[src/rtl/store_queue_pkg.sv]
`default_nettype none
// ============================================================================
//  Module      : store_queue_pkg
//  Description : Shared decode constants, operation codes and datapath types
//                for the store queue and its address/lane alignment unit.
//  Revision    : 1.0 - initial release
// ============================================================================
package store_queue_pkg;

    localparam logic [6:0] OPC_STORE = 7'b0100011;

    localparam logic [2:0] F3_SB = 3'b000;
    localparam logic [2:0] F3_SH = 3'b001;
    localparam logic [2:0] F3_SW = 3'b010;
    localparam logic [2:0] F3_SD = 3'b011;

    typedef enum logic [2:0] {
        OP_SB  = 3'd0,
        OP_SH  = 3'd1,
        OP_SW  = 3'd2,
        OP_SD  = 3'd3,
        OP_NOP = 3'd7
    } oper_t;

    // Default-configuration datapath types; modules built with another XLEN
    // declare their vectors from their own parameter.
    localparam int XLEN_DEFAULT = 32;
    typedef logic [XLEN_DEFAULT-1:0]   word_t;
    typedef logic [XLEN_DEFAULT/8-1:0] be_t;

    // log2 of the access size in bytes (SB=0 .. SD=3); NOP maps to a byte.
    function automatic logic [1:0] size_log2(input oper_t op);
        case (op)
            OP_SH:   return 2'd1;
            OP_SW:   return 2'd2;
            OP_SD:   return 2'd3;
            default: return 2'd0;
        endcase
    endfunction

endpackage
`default_nettype wire

[src/rtl/store_queue_align.sv]
`default_nettype none
// ============================================================================
//  Module      : store_align
//  Description : Combinational S-type store decode: legality, effective
//                address, byte enables, lane-aligned write data and natural
//                alignment check. Byte lanes are always computed from the
//                offset rounded down to natural alignment.
//  Revision    : 1.0 - initial release
// ============================================================================
module store_align
    import store_queue_pkg::*;
#(
    parameter int XLEN = 32
) (
    input  logic [31:0]       inst,
    input  logic [XLEN-1:0]   rs1_data,
    input  logic [XLEN-1:0]   rs2_data,
    output logic              legal,
    output oper_t             op,
    output logic [XLEN-1:0]   addr,
    output logic [XLEN/8-1:0] be,
    output logic [XLEN-1:0]   wdata,
    output logic              misaligned
);

    localparam int BEW  = XLEN / 8;
    localparam int OFFW = $clog2(BEW);

    logic [2:0]      w_funct3;
    logic [XLEN-1:0] w_imm;
    logic [1:0]      w_size_log2;
    logic [3:0]      w_size_mask;
    logic [OFFW-1:0] w_off;
    logic [OFFW-1:0] w_off_mask;
    logic [OFFW-1:0] w_off_al;
    logic [XLEN-1:0] w_data_masked;
    logic            w_unused_fields;

    assign w_funct3 = inst[14:12];
    assign w_imm    = {{(XLEN-12){inst[31]}}, inst[31:25], inst[11:7]};
    assign addr     = rs1_data + w_imm;

    // Register-number fields are resolved upstream; only the values arrive here.
    assign w_unused_fields = ^{inst[24:15], w_size_mask};

    // Opcode/funct3 decode; SD exists only on a 64-bit datapath
    always_comb begin
        op = OP_NOP;
        if (inst[6:0] == OPC_STORE) begin
            case (w_funct3)
                F3_SB:   op = OP_SB;
                F3_SH:   op = OP_SH;
                F3_SW:   op = OP_SW;
                F3_SD:   op = (XLEN == 64) ? OP_SD : OP_NOP;
                default: op = OP_NOP;
            endcase
        end
    end

    assign legal       = (op != OP_NOP);
    assign w_size_log2 = size_log2(op);
    assign w_size_mask = (4'd1 << w_size_log2) - 4'd1;
    assign w_off       = addr[OFFW-1:0];
    assign w_off_mask  = w_size_mask[OFFW-1:0];
    assign w_off_al    = w_off & ~w_off_mask;
    assign misaligned  = legal && ((w_off & w_off_mask) != '0);

    // Keep only the bytes of the access size and mark the lanes they occupy
    always_comb begin
        w_data_masked = '0;
        be            = '0;
        for (int i = 0; i < BEW; i++) begin
            if (i < (1 << w_size_log2)) begin
                w_data_masked[8*i +: 8] = rs2_data[8*i +: 8];
            end
            if ((i >= int'(w_off_al)) && (i < (int'(w_off_al) + (1 << w_size_log2)))) begin
                be[i] = 1'b1;
            end
        end
    end

    assign wdata = w_data_masked << {w_off_al, 3'b000};

endmodule
`default_nettype wire

[src/rtl/store_queue.sv]
`default_nettype none
// ============================================================================
//  Module      : store_queue
//  Description : Decodes S-type stores and buffers them in a DEPTH-entry FIFO
//                drained to the data-memory port by valid/ready handshake.
//                Flush has highest priority. Optional macro MISALIGN_TRAP_EN
//                rejects misaligned stores and reports them on 'misalign'.
//  Revision    : 1.0 - initial release
// ============================================================================
module store_queue
    import store_queue_pkg::*;
#(
    parameter int XLEN  = 32,
    parameter int DEPTH = 4
) (
    input  logic                       clk,
    input  logic                       rst,
    input  logic                       flush,
    input  logic                       in_valid,
    output logic                       in_ready,
    input  logic [31:0]                inst,
    input  logic [XLEN-1:0]            rs1_data,
    input  logic [XLEN-1:0]            rs2_data,
    output logic                       mem_valid,
    input  logic                       mem_ready,
    output logic [XLEN-1:0]            mem_addr,
    output logic [XLEN-1:0]            mem_wdata,
    output logic [XLEN/8-1:0]          mem_be,
    output logic                       illegal,
`ifdef MISALIGN_TRAP_EN
    output logic                       misalign,
`endif
    output logic [$clog2(DEPTH+1)-1:0] count
);

    localparam int BEW = XLEN / 8;
    localparam int PW  = $clog2(DEPTH);
    localparam int CW  = $clog2(DEPTH + 1);

    logic            w_legal;
    oper_t           w_op;
    logic [XLEN-1:0] w_addr;
    logic [BEW-1:0]  w_be;
    logic [XLEN-1:0] w_wdata;
    logic            w_misaligned;
    logic            w_unused_align;

    logic            w_full;
    logic            w_offer;
    logic            w_trap;
    logic            w_enq;
    logic            w_deq;

    logic [PW-1:0]   r_wr_ptr;
    logic [PW-1:0]   r_rd_ptr;
    logic [CW-1:0]   r_count;
    logic            r_illegal;
    logic            r_misalign;

    logic [XLEN-1:0] r_addr_q  [DEPTH];
    logic [XLEN-1:0] r_wdata_q [DEPTH];
    logic [BEW-1:0]  r_be_q    [DEPTH];

    store_align #(
        .XLEN (XLEN)
    ) u_align (
        .inst       (inst),
        .rs1_data   (rs1_data),
        .rs2_data   (rs2_data),
        .legal      (w_legal),
        .op         (w_op),
        .addr       (w_addr),
        .be         (w_be),
        .wdata      (w_wdata),
        .misaligned (w_misaligned)
    );

    // The operation code is folded into be/wdata already.
    assign w_unused_align = ^{w_op, w_misaligned, r_misalign};

`ifdef MISALIGN_TRAP_EN
    assign w_trap   = w_misaligned;
    assign misalign = r_misalign;
`else
    assign w_trap   = 1'b0;
`endif

    assign w_full    = (r_count == CW'(DEPTH));
    assign in_ready  = !w_full;
    assign mem_valid = (r_count != '0);

    // An offered instruction is only looked at when there is room and no flush
    assign w_offer = in_valid && in_ready && !flush;
    assign w_enq   = w_offer && w_legal && !w_trap;
    assign w_deq   = mem_valid && mem_ready && !flush;

    // Pointer, occupancy and status-pulse state
    always_ff @(posedge clk or posedge rst) begin
        if (rst) begin
            r_wr_ptr   <= '0;
            r_rd_ptr   <= '0;
            r_count    <= '0;
            r_illegal  <= 1'b0;
            r_misalign <= 1'b0;
        end else begin
            r_illegal  <= w_offer && !w_legal;
            r_misalign <= w_offer && w_legal && w_misaligned;
            if (flush) begin
                r_wr_ptr <= '0;
                r_rd_ptr <= '0;
                r_count  <= '0;
            end else begin
                if (w_enq) begin
                    r_wr_ptr <= r_wr_ptr + PW'(1);
                end
                if (w_deq) begin
                    r_rd_ptr <= r_rd_ptr + PW'(1);
                end
                case ({w_enq, w_deq})
                    2'b10:   r_count <= r_count + CW'(1);
                    2'b01:   r_count <= r_count - CW'(1);
                    default: r_count <= r_count;
                endcase
            end
        end
    end

    // Entry storage; contents are meaningless until written, so no reset
    always_ff @(posedge clk) begin
        if (w_enq) begin
            r_addr_q[r_wr_ptr]  <= w_addr;
            r_wdata_q[r_wr_ptr] <= w_wdata;
            r_be_q[r_wr_ptr]    <= w_be;
        end
    end

    assign mem_addr  = r_addr_q[r_rd_ptr];
    assign mem_wdata = r_wdata_q[r_rd_ptr];
    assign mem_be    = r_be_q[r_rd_ptr];
    assign illegal   = r_illegal;
    assign count     = r_count;

endmodule
`default_nettype wire

[config.mk]
export PLATFORM = sky130hd
export DESIGN_NAME = store_queue
export DESIGN_NICKNAME = d
export VERILOG_FILES = /design/src/rtl/store_queue_pkg.sv /design/src/rtl/store_queue_align.sv /design/src/rtl/store_queue.sv
export SDC_FILE = /design/constraint.sdc
export NUM_CORES = 1
export LEC_CHECK = 0
export BUFFER_PORTS_ARGS = -buffer_cell sky130_fd_sc_hd__clkbuf_2
export CAP_MARGIN = 30
export CORE_MARGIN = 2
export CORE_UTILIZATION = 45
export CTS_BUF_LIST = sky130_fd_sc_hd__clkbuf_4
export CTS_CLUSTER_DIAMETER = 40
export DETAILED_ROUTE_END_ITERATION = 12
export PLACE_DENSITY = 0.7
export SYNTH_ARGS = -nofsm -noshare
export SYNTH_HDL_FRONTEND = slang
export SYNTH_HIERARCHICAL = 1
export SYNTH_SLANG_ARGS = --single-unit
[constraint.sdc]
create_clock -name clk -period 3 [get_ports clk]
set_clock_uncertainty 0.05 [all_clocks]
set_input_delay 0.6 -clock clk [delete_from_list [all_inputs] [get_ports clk]]
set_output_delay 0.6 -clock clk [all_outputs]
set_load 0.02 [all_outputs]
# Word-level counts from Yosys, hierarchy flattened
# Memory sizes are Yosys's and may differ from the RTL's.
# Index checks and enable logic that the tools add are counted.
totals:
  input_bits: 101
  mem_count: 3
  ff_bits: 8
  ramBits: 272
  wordCells: 76
  out_inout_bits: 74
classes:
  n_eq_ne: 10
  mux: 19
  addsub: 7
  n_reduce_logical: 17
  magnitude_cmp: 11
  shift: 3
  bitwise: 2
memory_table:
  columns: ["memory", "depth", "width", "rd", "rd_ports_with_merged_regs", "write_ports", "line", "text"]
  rows:
  - ["r_addr_q", 4, 32, 1, 0, 1, "store_queue.sv:60", "logic [XLEN-1:0] r_addr_q [DEPTH];"]
  - ["r_wdata_q", 4, 32, 1, 0, 1, "store_queue.sv:61", "logic [XLEN-1:0] r_wdata_q [DEPTH];"]
  - ["r_be_q", 4, 4, 1, 0, 1, "store_queue.sv:62", "logic [BEW-1:0] r_be_q [DEPTH];"]
ops:
  columns: ["operator", "count"]
  rows:
  - ["3-bit by 32-bit less-than comparator with 1-bit output, first input constant", 4]
  - ["1-bit by 32-bit less-than comparator with 1-bit output, first input constant", 2]
  - ["2-bit by 32-bit less-than comparator with 1-bit output, first input constant", 2]
  - ["3-bit by 32-bit adder with 32-bit output", 1]
  - ["32-bit adder", 1]
  - ["8-bit 2-to-1 mux", 4]
  - ["1-bit by 2-bit << shifter with 32-bit output, first input constant", 1]
  - ["32-bit by 5-bit << shifter with 32-bit output", 1]
  - ["3-bit by 2-bit == test with 1-bit output, second input constant", 3]
  - ["1-bit logical AND", 9]
  - ["3-bit one-hot mux with 3 select lines", 1]
  - ["2-bit 2-to-1 mux", 4]
  - ["7-bit by 6-bit == test with 1-bit output, second input constant", 1]
  - ["3-bit by 1-bit == test with 1-bit output, second input constant", 2]
  - ["1-bit 2-to-1 mux", 6]
  - ["3-bit 2-to-1 mux", 2]
  - ["2-bit one-hot mux with 3 select lines", 1]
  - ["3-bit one-hot mux with 2 select lines", 1]
  - ["3-bit nonzero test", 2]
  - ["2-bit by 1-bit adder with 2-bit output, second input constant", 2]
  - ["1-bit by 2-bit >= comparator with 1-bit output, first input constant", 2]
  - ["2-bit nonzero test", 2]
  - ["3-bit by 1-bit adder with 3-bit output, second input constant", 1]
  - ["3-bit == test, second input constant", 1]
  - ["other kinds (11)", 13]

# Depth between registers and ports, before layout
depth:
  depth_word: 13
  depth_mapped: 12
  ltp_nobuf: 11

# By module
# The synthesis kept the hierarchy.
by_module_without_submodules:
  columns: ["module", "seq_area_each_um2", "n_inst", "cells_each", "area_per_inst_um2"]
  rows:
  - ["store_queue", 8368.0, 1, 408, 10332.4]
  - ["store_align", 0.0, 1, 324, 2177.1]

# Least setup slack after synthesis
# No wires, ideal clock.
synth_path:
  path_type: "input port to flip-flop"
  from: "input port inst[4]"
  to: "memory r_addr_q[0][0], enable pin"
  path_slack_ns: -1.017
  path_buffers: 0
  cell_stages: 7
  arrival_ns: 3.534
  path_cell_list: "nor4b_1 > nand4_1 > or2_2 > nand2_1 > nand2_1 > nor3_4 > and2_1"
synth_between:
  elab_chain_cells: 6
synth_rtl:
  columns: ["element", "line", "text"]
  rows:
  - ["start, declared", "store_queue.sv:21", "input logic [31:0] inst,"]
  - ["7-bit by 6-bit == test with 1-bit output", "store_queue_align.sv:49", "if (inst[6:0] == OPC_STORE) begin"]
  - ["3-bit 2-to-1 mux", "store_queue_align.sv:49", null]
  - ["named net w_op[1]", "store_queue.sv:41", "oper_t w_op;"]
  - ["3-bit != test", "store_queue_align.sv:60", "assign legal = (op != OP_NOP);"]
  - ["named net w_legal", "store_queue.sv:40", "logic w_legal;"]
  - ["1-bit logical AND", null, null]
  - ["1-bit 2-to-1 mux", "store_queue.sv:130", "if (w_enq) begin"]
  - ["1-bit 2-to-1 mux (implied by the code)", "store_queue.sv:131", "r_addr_q[r_wr_ptr] <= w_addr;"]
  - ["end, declared", "store_queue.sv:60", null]
# The timed path passes the listed nets, and every way through them passes these cells.

# Worst setup path after layout
layout_path:
  from: "register r_rd_ptr[0]"
  to: "output port mem_addr[21]"
layout_between:
  elab_chain_cells: 1
layout_rtl:
  columns: ["element", "line", "text"]
  rows:
  - ["start, declared", "store_queue.sv:55", "logic [PW-1:0] r_rd_ptr;"]
  - ["start signal, assigned", "store_queue.sv:117", "r_rd_ptr <= r_rd_ptr + PW'(1);"]
  - ["memory read 4 x 32 bit", null, null]
  - ["end, declared", "store_queue.sv:26", "output logic [XLEN-1:0] mem_addr,"]
# Every way passes these cells.

==> impl_metrics.ini <==
[run_status]
outcome = complete, no violations

[timing]
max_slew_margin_pct = 59.1
rsz0062_at_grt = false
whs_ps = 171
finalHoldViolations = 0
fin_crit_ps = 2860
worst_slew_pin_slew_ps = 607
setup_violations = 0
fin_crit_sh_pct = 95.5
slew_violations = 0
max_freq_mhz = 349

[drt]
initialDrtViolationCount = 592
dr.pass1.iters = 7
post_drt_wl_per_cell_um = 18.2
drc = 0
ant_nets = 0
routed_wl_mm = 26.7
vias = 7716
vias_per_cell = 5.27

[yosys]
synth_area_mm2 = 0.0125
synth_area_per_cell_um2 = 17.2
yosysWarnings = 6
synth_fp_nets = 867
synth_cells = 728

[placement]
gp_congestion = 0.829
portBuffers = 164
post-dp-hpwl_mm = 18.4

[clock_tree]
ctsLongestPathBuffers = 3
clk_latency_ps = 660
clk_pin_slew_worst_paths_ps = 60
cts-root-buf = clkbuf_4
cts-buffers-inserted = 69
cts_tree = yes
cts-htree-levels = 3
clock-sinks = 280

[worst_setup_path]
path_max_fanout = 14
max_stage_delay_ps = 580
arrival_ps = 2210
slowest_stage = dfrtp_4
start_kind = flip-flop
cp_data_required_time_ps = 2350
worst_setup_path_end_kind = output pin
crit_chain = buf_12 -> mux4_2 -> clkbuf_2
worstSetupPathType = reg -> out

[floorplanning]
coreArea_mm2 = 0.0271
die_h_um = 171
design.die.area_mm2 = 0.0291
rows = 60
io_pins = 175
initial_core_util_pct = 46.1
die_w_um = 171

[grt]
grtUsageTotal_pct = 18.9
antenna_found_initial = 4
grt.overflow.total = 0
grt_pass1_vias = 7865
grt_max_degree = 34
grt_pass1_wl_mm = 41.7

[cells_and_area]
nNetsFinal = 1177
areaGrowthSynthToFinish_pct = 25.0
layout-drive-gt1-share_pct = 43.8

[power]
p_total_w = 0.00866
peakVddDrop_uv = 236
p_leak_nw = 5.85
p_per_area_mw_per_mm2 = 554

[job]
drv_cap = 0

[worst_hold_path]
hold_class = in -> reg
area by class of cell:
class,count,area [µm²]
tap,372,465
clock buffer,98,736
antenna,3,7.51
inverter,21,78.8
clock inverter,24,191
sequential,280,8370
timing repair buffer,263,1790
fill,2106,11500
multi-input combinational,403,3980
placed cells by master (no fill, tap or decap), types with 23 or more instances in the layout:
| cell | count |
|---|---|
| ha_1 | 35 |
| clkbuf_4 | 98 |
| o21ai_0 | 23 |
| a21oi_1 | 33 |
| nor2_1 | 42 |
| edfxtp_1 | 272 |
| nand2_1 | 28 |
| buf_4 | 80 |
| clkbuf_2 | 164 |
| mux4_2 | 68 |
critical path: cells and delay by family (launching register included):
| family | cells | cell delay, ps |
|---|---|---|
| flops | 1 | 580 |
| mux | 1 | 560 |
| buf+inv | 2 | 400 |
report_power, final:
group / switching (W) / total, W / internal, W
sequential: 0.00000794 / 0.00442 / 0.00441
combinational: 0.000558 / 0.00101 / 0.000448
clock: 0.00146 / 0.00324 / 0.00178
total: 0.00202 / 0.00866 / 0.00663
repair_timing:
action | 4_1_cts | 5_1_grt
buffers inserted | 2 | 0
gates resized for setup | 0 | 0
hold endpoints to repair | 8 | 0
endpoints found under the setup margin | 55 | 0
hold buffers | 1 | 0
metal layers:
| layer | track usage (%) | share of wire, % | vias to the layer above |
|---|---|---|---|
| met5 | 0 | 0.049 | - |
| met4 | 5.91 | 1.1 | 2 |
| met3 | 4.93 | 7.2 | 36 |
| met2 | 32.6 | 51 | 274 |
| met1 | 23.4 | 41 | 3824 |
| li1 | - | - | 3580 |
flip-flops by register name, indices dropped and copies added (netlist names):
register / flops
r_addr_q: 128
r_wdata_q: 128
r_be_q: 16
count: 3
r_rd_ptr: 2
r_wr_ptr: 2
illegal: 1
per-stage QoR:
step / std cells / instance area (µm²) / setup TNS (ps) / worst slack [ps] / util [%]
after floorplan: 728 / 12500 / -59240 / -218 / -
after global placement: 1336 / 14700 / -4960 / -226 / 54.1
after detailed placement: 1336 / 14700 / -7040 / -254 / 54.1
after CTS: 1461 / 15600 / 0 / 34.0 / 57.6
after global routing: 1462 / 15600 / 0 / 9.78 / 57.6
final: 1464 / 15600 / 0 / 135 / 57.6
path summary, 6_finish.rpt:
kind	startpoint	endpoint	slack, ps	depth (start not counted)
max	r_rd_ptr[0]	mem_addr[21]	140	3
min	in_valid	illegal	170	2
max reg2reg	count[1]	count[2]	620	7
min reg2reg	r_wr_ptr[1]	r_wr_ptr[1]	550	2
max in group asynchronous	rst	r_rd_ptr[0]	2250	3
min in group asynchronous	rst	count[0]	370	3
(Power assumes the default switching activity.)
